<file path="config.mk">
export PLATFORM = sky130hd
export DESIGN_NAME = retire_buffer
export DESIGN_NICKNAME = d
export VERILOG_FILES = /design/src/rtl/retire_buffer_pkg.sv /design/src/rtl/retire_fifo.sv /design/src/rtl/retire_buffer.sv
export SDC_FILE = /design/constraint.sdc
export NUM_CORES = 1
export LEC_CHECK = 0
export CAP_MARGIN = 20
export CORE_MARGIN = 1.5
export CORE_UTILIZATION = 55
export DETAILED_ROUTE_END_ITERATION = 8
export DONT_BUFFER_PORTS = 1
export GPL_TIMING_DRIVEN = 0
export PLACE_DENSITY_LB_ADDON = 0.3
export REMOVE_ABC_BUFFERS = 1
export SYNTH_ARGS = -nofsm -noshare
export SYNTH_HDL_FRONTEND = slang
export SYNTH_SLANG_ARGS = --single-unit
</file>
<file path="constraint.sdc">
create_clock -name clock -period 3.7 [get_ports clock]
set_input_delay 0.925 -clock clock [delete_from_list [all_inputs] [get_ports clock]]
set_output_delay 0.925 -clock clock [all_outputs]
set_load 0.05 [all_outputs]
</file>
<file path="src/rtl/retire_buffer_pkg.sv">
// Shared types for the retire stage: ROB retire packet, queued entry, and a
// small helper telling whether a queued entry produces a register write.
package retire_buffer_pkg;

  localparam int XLEN = 32;
  localparam logic [4:0] ZERO_REG = 5'd0;

  typedef struct packed {
    logic [4:0]      r;
    logic [XLEN-1:0] V;
  } DATA_RETIRED;

  typedef struct packed {
    DATA_RETIRED data_retired;
  } ROB_RT_PACKET;

  localparam int RT_PACKET_W = $bits(ROB_RT_PACKET);

  typedef struct packed {
    logic [4:0]      r;
    logic [XLEN-1:0] V;
    logic            halt;
  } RT_ENTRY;

  localparam int RT_ENTRY_W = $bits(RT_ENTRY);

  function automatic logic writes_reg(input RT_ENTRY e);
    return (e.r != ZERO_REG) && !e.halt;
  endfunction

endpackage

</file>
<file path="src/rtl/retire_fifo.sv">
// Multi-push / multi-pop circular queue of retire entries. Valid push slots are
// compacted in slot order; the caller decides how many head entries leave.
module retire_fifo
  import retire_buffer_pkg::*;
#(
  parameter int IN_WIDTH  = 2,
  parameter int OUT_WIDTH = 2,
  parameter int DEPTH     = 8
) (
  input  logic                             clock,
  input  logic                             reset,
  input  logic                             push_en,
  input  logic [IN_WIDTH-1:0]              push_valid,
  input  logic [IN_WIDTH*RT_ENTRY_W-1:0]   push_data,
  input  logic [$clog2(DEPTH):0]           pop_cnt,
  input  logic                             flush,
  output logic [OUT_WIDTH*RT_ENTRY_W-1:0]  head_data,
  output logic [$clog2(DEPTH):0]           count
);

  localparam int PTR_W = $clog2(DEPTH);
  localparam int CNT_W = PTR_W + 1;

  RT_ENTRY          mem_r [DEPTH];
  logic [PTR_W-1:0] head_r;
  logic [PTR_W-1:0] tail_r;
  logic [CNT_W-1:0] count_r;
  logic [PTR_W-1:0] slot_off_s [IN_WIDTH];
  logic [CNT_W-1:0] push_cnt_s;

  // Each accepted slot lands right after the accepted slots older than it.
  always_comb begin
    push_cnt_s = '0;
    for (int i = 0; i < IN_WIDTH; i++) begin
      slot_off_s[i] = push_cnt_s[PTR_W-1:0];
      if (push_en && push_valid[i]) begin
        push_cnt_s = push_cnt_s + CNT_W'(1);
      end else begin
        push_cnt_s = push_cnt_s;
      end
    end
  end

  // Entry storage; a flush wins over a same-cycle push.
  always_ff @(posedge clock or negedge reset) begin
    if (!reset) begin
      for (int d = 0; d < DEPTH; d++) begin
        mem_r[d] <= '0;
      end
    end else if (!flush) begin
      for (int i = 0; i < IN_WIDTH; i++) begin
        if (push_en && push_valid[i]) begin
          mem_r[tail_r + slot_off_s[i]] <= push_data[i*RT_ENTRY_W +: RT_ENTRY_W];
        end
      end
    end
  end

  // Pointers wrap naturally because DEPTH is a power of two.
  always_ff @(posedge clock or negedge reset) begin
    if (!reset) begin
      head_r  <= '0;
      tail_r  <= '0;
      count_r <= '0;
    end else if (flush) begin
      head_r  <= '0;
      tail_r  <= '0;
      count_r <= '0;
    end else begin
      head_r  <= head_r + pop_cnt[PTR_W-1:0];
      tail_r  <= tail_r + push_cnt_s[PTR_W-1:0];
      count_r <= count_r + push_cnt_s - pop_cnt;
    end
  end

  // Oldest entries presented in port order.
  always_comb begin
    head_data = '0;
    for (int k = 0; k < OUT_WIDTH; k++) begin
      head_data[k*RT_ENTRY_W +: RT_ENTRY_W] = mem_r[head_r + PTR_W'(k)];
    end
  end

  assign count = count_r;

endmodule

</file>
<file path="src/rtl/retire_buffer.sv">
// Retire stage between ROB and regfile: queues retired entries, drains them onto
// registered write ports with same-group WAW suppression, halt and retire count.
module retire_buffer
  import retire_buffer_pkg::*;
#(
  parameter int IN_WIDTH  = 2,
  parameter int OUT_WIDTH = 2,
  parameter int DEPTH     = 8
) (
  input  logic                            clock,
  input  logic                            reset,
  input  logic [IN_WIDTH-1:0]             rob_rt_valid,
  input  logic [IN_WIDTH*RT_PACKET_W-1:0] rob_rt_packet,
  input  logic [IN_WIDTH-1:0]             rob_rt_halt,
  output logic                            rt_ready,
  output logic [OUT_WIDTH-1:0]            wb_regfile_en,
  output logic [OUT_WIDTH*5-1:0]          wb_regfile_idx,
  output logic [OUT_WIDTH*XLEN-1:0]       wb_regfile_data,
  output logic                            halted,
  output logic [63:0]                     instr_retired,
  output logic [$clog2(DEPTH):0]          occupancy
);

  localparam int CNT_W   = $clog2(DEPTH) + 1;
  localparam int OUT_CAP = (OUT_WIDTH > DEPTH) ? DEPTH : OUT_WIDTH;

  logic [IN_WIDTH*RT_ENTRY_W-1:0]  push_data_s;
  logic [OUT_WIDTH*RT_ENTRY_W-1:0] head_data_s;
  RT_ENTRY                         head_s [OUT_WIDTH];
  logic [CNT_W-1:0]                count_s;
  logic [CNT_W-1:0]                pop_cnt_s;
  logic                            rt_ready_s;
  logic [OUT_WIDTH-1:0]            popped_s;
  logic [OUT_WIDTH-1:0]            live_s;
  logic [OUT_WIDTH-1:0]            sup_s;
  logic [OUT_WIDTH-1:0]            wen_s;
  logic                            halt_hit_s;
  logic                            blocked_s;
  logic [7:0]                      retired_cnt_s;
  logic [64:0]                     retired_sum_s;
  logic [63:0]                     retired_next_s;

  logic                            halted_r;
  logic [63:0]                     retired_r;
  logic [OUT_WIDTH-1:0]            en_r;
  logic [OUT_WIDTH*5-1:0]          idx_r;
  logic [OUT_WIDTH*XLEN-1:0]       data_r;

  // Repack ROB slots into queue entries.
  always_comb begin
    push_data_s = '0;
    for (int i = 0; i < IN_WIDTH; i++) begin
      ROB_RT_PACKET pkt;
      RT_ENTRY      ent;
      pkt      = rob_rt_packet[i*RT_PACKET_W +: RT_PACKET_W];
      ent.r    = pkt.data_retired.r;
      ent.V    = pkt.data_retired.V;
      ent.halt = rob_rt_halt[i];
      push_data_s[i*RT_ENTRY_W +: RT_ENTRY_W] = ent;
    end
  end

  assign rt_ready_s = ((CNT_W'(DEPTH) - count_s) >= CNT_W'(IN_WIDTH)) && !halted_r;

  retire_fifo #(
    .IN_WIDTH  (IN_WIDTH),
    .OUT_WIDTH (OUT_WIDTH),
    .DEPTH     (DEPTH)
  ) u_fifo (
    .clock      (clock),
    .reset      (reset),
    .push_en    (rt_ready_s),
    .push_valid (rob_rt_valid),
    .push_data  (push_data_s),
    .pop_cnt    (pop_cnt_s),
    .flush      (halt_hit_s),
    .head_data  (head_data_s),
    .count      (count_s)
  );

  // Drain group: how many leave, which are live (not behind a halt), and the count.
  always_comb begin
    if (halted_r) begin
      pop_cnt_s = '0;
    end else if (count_s >= CNT_W'(OUT_CAP)) begin
      pop_cnt_s = CNT_W'(OUT_CAP);
    end else begin
      pop_cnt_s = count_s;
    end
    blocked_s     = 1'b0;
    halt_hit_s    = 1'b0;
    retired_cnt_s = 8'd0;
    for (int k = 0; k < OUT_WIDTH; k++) begin
      head_s[k]   = head_data_s[k*RT_ENTRY_W +: RT_ENTRY_W];
      popped_s[k] = (CNT_W'(k) < pop_cnt_s);
      live_s[k]   = popped_s[k] && !blocked_s;
      if (live_s[k]) begin
        retired_cnt_s = retired_cnt_s + 8'd1;
      end else begin
        retired_cnt_s = retired_cnt_s;
      end
      if (live_s[k] && head_s[k].halt) begin
        halt_hit_s = 1'b1;
        blocked_s  = 1'b1;
      end else begin
        halt_hit_s = halt_hit_s;
        blocked_s  = blocked_s;
      end
    end
  end

  // An older write loses to any younger live write of the same register.
  always_comb begin
    sup_s = '0;
    wen_s = '0;
    for (int k = 0; k < OUT_WIDTH; k++) begin
      for (int j = k + 1; j < OUT_WIDTH; j++) begin
        if (live_s[j] && writes_reg(head_s[j]) && (head_s[j].r == head_s[k].r)) begin
          sup_s[k] = 1'b1;
        end else begin
          sup_s[k] = sup_s[k];
        end
      end
      wen_s[k] = live_s[k] && writes_reg(head_s[k]) && !sup_s[k];
    end
  end

  always_comb begin
    retired_sum_s = {1'b0, retired_r} + 65'(retired_cnt_s);
    if (retired_sum_s[64]) begin
      retired_next_s = '1;
    end else begin
      retired_next_s = retired_sum_s[63:0];
    end
  end

  // Write ports: enables every cycle; idx/data hold unless that port drained an entry.
  always_ff @(posedge clock or negedge reset) begin
    if (!reset) begin
      en_r   <= '0;
      idx_r  <= '0;
      data_r <= '0;
    end else begin
      en_r <= wen_s;
      for (int k = 0; k < OUT_WIDTH; k++) begin
        if (popped_s[k]) begin
          idx_r[k*5 +: 5]        <= head_s[k].r;
          data_r[k*XLEN +: XLEN] <= head_s[k].V;
        end
      end
    end
  end

  // Sticky halt and saturating retire counter.
  always_ff @(posedge clock or negedge reset) begin
    if (!reset) begin
      halted_r  <= 1'b0;
      retired_r <= 64'd0;
    end else begin
      if (halt_hit_s) begin
        halted_r <= 1'b1;
      end
      retired_r <= retired_next_s;
    end
  end

  assign rt_ready        = rt_ready_s;
  assign wb_regfile_en   = en_r;
  assign wb_regfile_idx  = idx_r;
  assign wb_regfile_data = data_r;
  assign halted          = halted_r;
  assign instr_retired   = retired_r;
  assign occupancy       = count_s;

endmodule
</file>
Word-level counts from Yosys, hierarchy flattened. Cells that the tools add are included.

Bits in registers: 455. Input bits: 80. Output and inout port bits: 146. Logic and storage cells: 108.

$add $sub $neg: 10. Order comparisons: 10. Equal/unequal tests: 1. Multiplexer cells: 28. Bitwise operators: 4. Reduce and logical (&&, ||, !) cells: 21.

Operator list (count): $mux 304 (3); $bwmux 304 (2); $bmux 38 s3 (2); $demux 38 s3 (2); $mux 38 (6); $add 64x8->65 (1); $mux 64 (1); $ge 4x4->1 const B (4); $mux 4 (4); $not 3->4 (4); $logic_and 1x1->1 (14); $reduce_bool 5->1 (2); $add 8x1->8 const B (1); $ge 4x2->1 const B (2); $lt 1x4->1 const A (2); $lt 4x1->1 const B (2); $mux 8 (1); $add 3x3->3 (2); $mux 3 (2); $eq 5x5->1 (1); $logic_not 1->1 (5); $mux 1 (5); $add 4x4->4 (1); $sub 4x4->4 (1); other kinds (4) (4).

Depth between registers and ports, before layout. Gate-level depths: netlist of run 1.

Word-level depth: 13. Mapped depth: 17. Gate-level depth less buffers: 15.

By module. A second synthesis of run 1 with hierarchy kept.

Cell total of the unflattened synthesis: 2126. Area total of the unflattened synthesis: 25540.7 um^2.

Modules (own cells, without submodules): retire_fifo (times used 1, cells each 1562, area each 19005.7 um^2, seq. area each 7857.5 um^2); retire_buffer (times used 1, cells each 564, area each 6535.0 um^2, seq. area each 3528.4 um^2).

Least setup slack after synthesis of run 1. Ideal clock, no wire load.

Kind: register to register. Start point: register u_fifo.count_r[0], in the netlist u_fifo.count[0]. End point: register retired_r[54], in the netlist instr_retired[54]. Setup time: 0.134 ns. Arrival: 4.149 ns. Data required time: 3.566 ns. Setup slack: -0.583 ns. Cell stages (with the launch flop): 18. Period minus slack after synthesis: 4.283 ns. Path through: dfrtp_1 > inv_1 > ha_1 > nor4b_1 > a21o_1 > clkbuf_1 > nor2b_1 > ha_1 > ha_1 > inv_1 > fa_1 > nor2b_1 > nand4_1 > nor3_1 > clkbuf_1 > nand4_1 > xor2_1 > nand2_1.

Longest elaborated chain between the ends: 11. Elaborated cells on any way between the ends: 14.

Ends and longest elaborated chain: start: declaration (RTL line retire_fifo.sv:27) `logic [CNT_W-1:0] count_r;`; start signal: assignment (RTL line retire_fifo.sv:72) `count_r <= count_r + push_cnt_s - pop_cnt;`; $ge 4x2->1 (RTL line retire_buffer.sv:85) `end else if (count_s >= CNT_W'(OUT_CAP)) begin`; $mux 4 * (RTL line retire_buffer.sv:85); $mux 4 * (RTL line retire_buffer.sv:83) `if (halted_r) begin`; parallel branches: the longest is 5 deep, another holds $add 8x1->8; $mux 8 * (RTL line retire_buffer.sv:97) `if (live_s[k]) begin`; $add 64x8->65 * (RTL line retire_buffer.sv:129) `retired_sum_s = {1'b0, retired_r} + 65'(retired_cnt_s);`; $mux 64 * (RTL line retire_buffer.sv:130) `if (retired_sum_s[64]) begin`; net retired_next_s[54] (RTL line retire_buffer.sv:41) `logic [63:0] retired_next_s;`; end signal: assignment (RTL line retire_buffer.sv:163) `retired_r <= retired_next_s;`; end: declaration (RTL line retire_buffer.sv:44) `logic [63:0] retired_r;`.

Mark *: on every way through the listed nets, which the timed path passes. A chain may end at the register's enable or synchronous reset.

Worst setup path in the final report of run 1.
Start point: register u_fifo.count_r[1], in the netlist u_fifo.count[1]. End point: register retired_r[63], in the netlist instr_retired[63].

The elaborated chain is that of the path after synthesis.

==> results.yml, run 1 <==
run_status:
  failed_checks: "design-rule violations, negative setup slack"
  run_status: "finished with violations"
cts:
  clock_latency_ns: 0.66
  cts_made_buffers: 51
  htreeDepth: 2
  cts_buffer_depth: 3
  cts_tree: "built"
  cts.sinks: 455
  ctsRootBufferMaster: "clkbuf_16"
  clk_pin_slew_ns: 0.06
worst_setup_path:
  cp_max_fo: 8
  reg2reg_depth: 17
  crit_type: "reg2reg"
  setup.worst_path.end_class: "flip-flop"
  slowest_delay_ns: 0.61
  r2r_slack_ns: -0.10
  required_ns: 4.25
  r2r_start: "u_fifo.count[1]"
  crit_slowest_cell: "dfrtp_4"
  r2r-end: "instr_retired[63]"
  crit_chain: "ha_4 > nor4b_4 > a21o_4 > nor2b_4 > ha_4 > ha_4 > inv_2 > fa_2 > nor2b_1 > nand4_1 > buf_6 > nor3_4 > buf_6 > nand4_1 > buf_6 > buf_12 > a21oi_2"
  crit_buf_inv: 5
  critical_path_depth: 17
  critPathLaunchType: "flip-flop"
  critPathArrivalTime_ns: 4.35
  cp_top_family: "adder cells"
detailed_routing:
  post_drt_wl_per_cell_um: 33.6
  via_count: 21344
  drc: 21
  drtIter0Drc: 2840
  dr.pass1.iters: 9
  wirelength_um: 92400
  antenna_left: 0
  vias_per_cell: 7.76
logic_synthesis:
  synthFlopType: "dfrtp_1"
  synth-edff-count: 0
  avgSynthCellArea_um2: 12.1
  synth.cell_area_um2: 26100
  yosys_warnings: 0
  seq_area_frac_synth_pct: 43.6
  synthCells: 2155
  yosysUniqueCellTypes: 56
  ys_async_sr_fraction_pct: 100
  yosys_register_bits: 455
floorplan:
  die_area_um2: 48800
  start_util_pct: 55.9
  die_height_um: 221
  io-pin-count: 226
  rows: 79
  die_w_um: 221
  coreArea_um2: 46800
sta:
  tightest_slew_ns: 1.17
  tns_ns: -3.25
  slew_headroom_pct: 21.9
  rsz0062_at_grt: "true"
  setup_ws_ns: -0.104
  clock.fmax_mhz: 263
  timing.final.crit_period_ns: 3.80
  setup_violations: 59
  final_max_slew_viol_count: 0
  fin_skew_ns: 0.0491
  final_hold_viol_count: 0
  fin_crit_sh_pct: 103
place:
  dp_cells: 2545
  postPlaceCellArea_um2: 27000
  dpl_worst_slack_ns: -2.55
  gp_congestion: 0.817
  port_buffers: 0
  dp_hpwl_um: 49800
global_routing:
  grt_pass1_vias: 21475
  grt_pass1_wl_um: 135000
  track_usage_pct: 36.1
  antenna_found_initial: 1
  grt_max_degree: 452
  grt_overflow: 0
power_and_ir_drop:
  seq_power_share_pct: 36.6
  clockPowerShare_pct: 18.3
  p_int_mw: 16.3
  switching_power_mw: 11.3
  power.density_nw_per_um2: 897
  comb_power_share_pct: 45.1
  p_sw_share_pct: 41.0
  power.total_mw: 27.7
  p_leak_nw: 12.9
  peakVddDrop_v: 0.000819
final_layout:
  fin_cells: 2752
  final_area_um2: 30800
  antenna_cells: 0
  final_cell_mix: "dfrtp_1 (448), o22ai_1 (300), a2bb2oi_2 (165)"
  areaGrowthSynthToFinish_pct: 18.0
  layout_commonest_cell: "dfrtp_1"
  final_nets: 2208
  drive_gt1_share_pct: 33.3
hold_path:
  hold_path.class: "in2async"
job:
  drv_cap: 0
-- per-stage QoR --
step / hold WS [ns] / utilization (%)
finish: 0.0540 / 65.9
global route: 0.0215 / 65.9
CTS: 0.00108 / 64.1
detailed placement: 0.528 / 57.7
global placement: 0.520 / 54.5
floorplan: 0.509 / -
-- worst max path at each step --
| stage | from | to | slack [ns] |
|---|---|---|---|
| 6_report | u_fifo.count[1] | instr_retired[63] | -0.10 |
| 5_1_grt | u_fifo.count[1] | instr_retired[63] | -0.17 |
| 4_1_cts | u_fifo.count[0] | instr_retired[58] | 0.004 |
| 3_5_place_dp | u_fifo.head_r[0] | u_fifo.mem_r[275] | -2.55 |
| 3_3_place_gp | u_fifo.head_r[0] | u_fifo.mem_r[229] | -21.87 |
| 2_1_floorplan | u_fifo.head_r[0] | u_fifo.mem_r[0] | -14.52 |
-- cell usage after synthesis, drive strengths merged, types with 9 or more instances --
library cell	count	area (µm²)
o22ai	304	1900
and4	9	78.8
mux4	155	3490
nand3	31	155
nand2	165	636
dfrtp	455	11400
and2	18	113
and3	17	106
clkbuf	97	364
o21ai	79	395
a2bb2oi	304	3660
xor2	67	594
buf	187	1030
a21oi	20	156
mux2i	82	821
inv	18	67.6
nor3	12	65.1
nand4	27	169
ha	17	213
xnor2	11	96.3
nor2	22	105
-- routing by layer --
metal	GRT usage, %	vias up	part of all wire (%)
met2	55.5	1768	46
met3	12.6	470	13
met5	0	-	0.0076
met4	19.9	2	5.9
li1	-	8335	-
met1	44.9	10769	35
-- sequential cells by signal, indices dropped and copies added, names as in the netlist --
name             cells
u_fifo.tail_r        3
wb_regfile_en        2
halted               1
u_fifo.head_r        3
instr_retired       64
wb_regfile_idx      10
u_fifo.count         4
wb_regfile_data     64
u_fifo.mem_r       304
-- power by group through the flow --
stage          Sequential (mW)  Combinational [mW]  Clock [mW]
3_3_place_gp              10.1                7.29           0
6_report                  10.1                12.5        5.06
4_1_cts                   9.93                12.0        5.07
5_1_grt                   10.3                13.1        5.28
3_5_place_dp              10.1                10.5           0
2_1_floorplan             9.61                6.61           0
-- area by class of cell --
| cell class | instances | area, µm² |
|---|---|---|
| clock inverter | 18 | 163 |
| fill | 3150 | 15900 |
| multi-input combinational | 1406 | 14100 |
| timing repair buffer | 174 | 2860 |
| inverter | 18 | 80.1 |
| clock buffer | 74 | 1480 |
| tap | 607 | 759 |
| sequential | 455 | 11400 |
-- logic make-up after synthesis --
kind of cell | synth area share (%)
xor+xnor | 2.64
buf+inv | 5.59
flops | 43.6
mux | 16.5
fa+ha+maj | 1.20
simple gates | 6.23
compound gates | 24.2
-- worst reg2reg max path: stages, from the launching register on --
cell     delay, ns
dfrtp_4       0.61
ha_4          0.23
nor4b_4       0.31
a21o_4        0.28
nor2b_4       0.08
ha_4          0.27
ha_4          0.13
inv_2         0.04
fa_2          0.36
nor2b_1       0.12
nand4_1       0.12
buf_6         0.19
nor3_4        0.11
buf_6         0.16
nand4_1       0.20
buf_6         0.24
buf_12        0.15
a21oi_2       0.11
-- repair_timing --
action                                  4_1_cts  5_1_grt
resized for setup                            64      113
buffers inserted                             69       15
cloned                                       17       12
pin swaps                                    20       26
endpoints found under the hold margin         5       48
hold buffers                                  1        2
endpoints found under the setup margin      382      329
No activity file was read; power rests on OpenSTA's default activity.
==> run 2, diff against run 1 <==
Settings changed: CELL_PAD_IN_SITES_DETAIL_PLACEMENT set to 1, CELL_PAD_IN_SITES_GLOBAL_PLACEMENT set to 1, CORE_UTILIZATION 55 to 48, GPL_TIMING_DRIVEN 0 to 1.
==> results.yml, run 2 (synthesis results as in run 1) <==
place:
  gp_congestion: 0.879
  port_buffers: 0
  dp_cells: 2685
  postPlaceCellArea_um2: 26800
  dpl_worst_slack_ns: -0.0906
  dp_hpwl_um: 53500
power_and_ir_drop:
  p_int_mw: 15.5
  seq_power_share_pct: 37.5
  comb_power_share_pct: 42.4
  peakVddDrop_v: 0.000951
  switching_power_mw: 10.6
  clockPowerShare_pct: 20.1
  power.density_nw_per_um2: 910
  p_sw_share_pct: 40.6
  power.total_mw: 26.1
  p_leak_nw: 12.0
detailed_routing:
  dr.pass1.iters: 7
  wirelength_um: 89000
  vias_per_cell: 7.27
  drc: 0
  post_drt_wl_per_cell_um: 32.0
  drtIter0Drc: 1870
  antenna_left: 0
  via_count: 20233
cts:
  clk_pin_slew_ns: 0.07
  htreeDepth: 2
  clock_latency_ns: 0.62
  cts_made_buffers: 52
  cts.sinks: 455
  cts_buffer_depth: 3
  cts_tree: "built"
  ctsRootBufferMaster: "clkbuf_16"
final_layout:
  final_nets: 2150
  fin_cells: 2784
  layout_commonest_cell: "dfrtp_1"
  antenna_cells: 0
  drive_gt1_share_pct: 27.3
  final_area_um2: 28700
  largest_reg_flops: 304
  final_cell_mix: "dfrtp_1 (452), o22ai_1 (304), nand2_1 (161)"
  areaGrowthSynthToFinish_pct: 10.0
  largest-register: "u_fifo.mem_r"
sta:
  clock.fmax_mhz: 273
  timing.final.crit_period_ns: 3.66
  tightest_slew_ns: 1.11
  final_max_slew_viol_count: 0
  setup_ws_ns: 0.0431
  final_hold_viol_count: 0
  fin_crit_sh_pct: 98.8
  setup_violations: 0
  fin_skew_ns: 0.0274
  slew_headroom_pct: 25.8
  tns_ns: 0
  rsz0062_at_grt: "true"
worst_setup_path:
  setup.worst_path.end_class: "flip-flop"
  cp_max_fo: 4
  crit_type: "reg2reg"
  r2r_slack_ns: 0.04
  critPathLaunchType: "flip-flop"
  r2r-end: "instr_retired[58]"
  startpoint: "u_fifo.head_r[0]"
  reg2reg_depth: 15
  crit_end: "instr_retired[58]"
  required_ns: 4.23
  r2r_start: "u_fifo.head_r[0]"
  critPathArrivalTime_ns: 4.19
global_routing:
  antenna_found_initial: 1
  grt_overflow: 0
  grt_pass1_vias: 21729
  grt_pass1_wl_um: 136000
  track_usage_pct: 31.8
  grt_max_degree: 429
job:
  drv_cap: 0
floorplan:
  die_area_um2: 55800
  coreArea_um2: 53800
  die_height_um: 236
  die_w_um: 236
  rows: 85
  start_util_pct: 48.5
  io-pin-count: 226
run_status:
  run_status: "complete, no violations"
hold_path:
  hold_path.class: "in2async"
[run 2: cell types whose count changed in the layout (fill, tap and decap cells not counted), sizes merged]
cell         change
a21o             -4
buf             -28
bufbuf           -8
bufinv           +1
clkbuf           -7
clkinv           -2
clkinvlp         -3
dlygate4sd3      -2
nand2            -1
nand2b           -1
o22a             -2
[run 2: through the flow]
stage / util, % / hold WS (ns)
final: 53.4 / 0.0509
after global routing: 53.4 / 0.00634
after CTS: 53.2 / 0.00680
after detailed placement: 49.8 / 0.537
after global placement: 49.8 / 0.518
after floorplan: - / 0.509
[run 2: critical path, stage by stage, from the launching register on]
cell,delay (ns)
dfrtp_4,0.45
mux4_2,0.55
mux2i_4,0.20
nor2b_4,0.23
ha_4,0.17
ha_1,0.16
inv_1,0.06
fa_2,0.34
nor2b_1,0.12
nand4_1,0.19
buf_4,0.24
nor4_2,0.26
buf_4,0.16
and2_4,0.15
a31oi_1,0.09
a41oi_1,0.20
[run 2: repair_timing]
action                                  in CTS  in global routing
hold buffers                                 1                  0
endpoints found under the setup margin      92                315
pin swaps                                    1                  1
resized for setup                            7                 28
buffers inserted                             1                  2
gates cloned                                 1                  0
hold endpoints to repair                    28                  0
[run 2: worst min-delay path by stage]
| stage | from | to | slack [ns] | cells after the start |
|---|---|---|---|---|
| 2_1_floorplan | u_fifo.mem_r[202] | u_fifo.mem_r[202] | 0.51 | 1 |
| 3_3_place_gp | u_fifo.mem_r[56] | u_fifo.mem_r[56] | 0.52 | 1 |
| 3_5_place_dp | u_fifo.mem_r[62] | u_fifo.mem_r[62] | 0.54 | 1 |
| 4_1_cts | reset | instr_retired[44] | 0.007 | 0 |
| 5_1_grt | reset | instr_retired[44] | 0.006 | 0 |
| 6_report | reset | instr_retired[44] | 0.05 | 0 |
[run 2: metal layers]
| metal | routed length [µm] | vias up | GRT usage (%) |
|---|---|---|---|
| met2 | 42800 | 1124 | 51.2 |
| met1 | 34300 | 10640 | 40.5 |
| met5 | 0 | - | 0 |
| met3 | 8270 | 278 | 8.23 |
| li1 | - | 8191 | - |
| met4 | 3700 | 0 | 13.9 |
[run 2: power groups by stage]
stage | Sequential, mW | Combinational (mW) | Clock, mW
2_1_floorplan | 9.61 | 6.61 | 0
3_3_place_gp | 9.62 | 10.6 | 0
3_5_place_dp | 9.79 | 11.0 | 0
4_1_cts | 9.74 | 11.1 | 5.33
5_1_grt | 10.0 | 11.8 | 5.51
6_report | 9.82 | 11.1 | 5.25
[run 2: area by class of cell]
class | count | area, µm²
clock buffer | 80 | 1580
multi-input combinational | 1398 | 13500
inverter | 18 | 67.6
sequential | 455 | 11400
timing repair buffer | 123 | 1220
clock inverter | 14 | 139
fill | 5418 | 25100
tap | 696 | 871
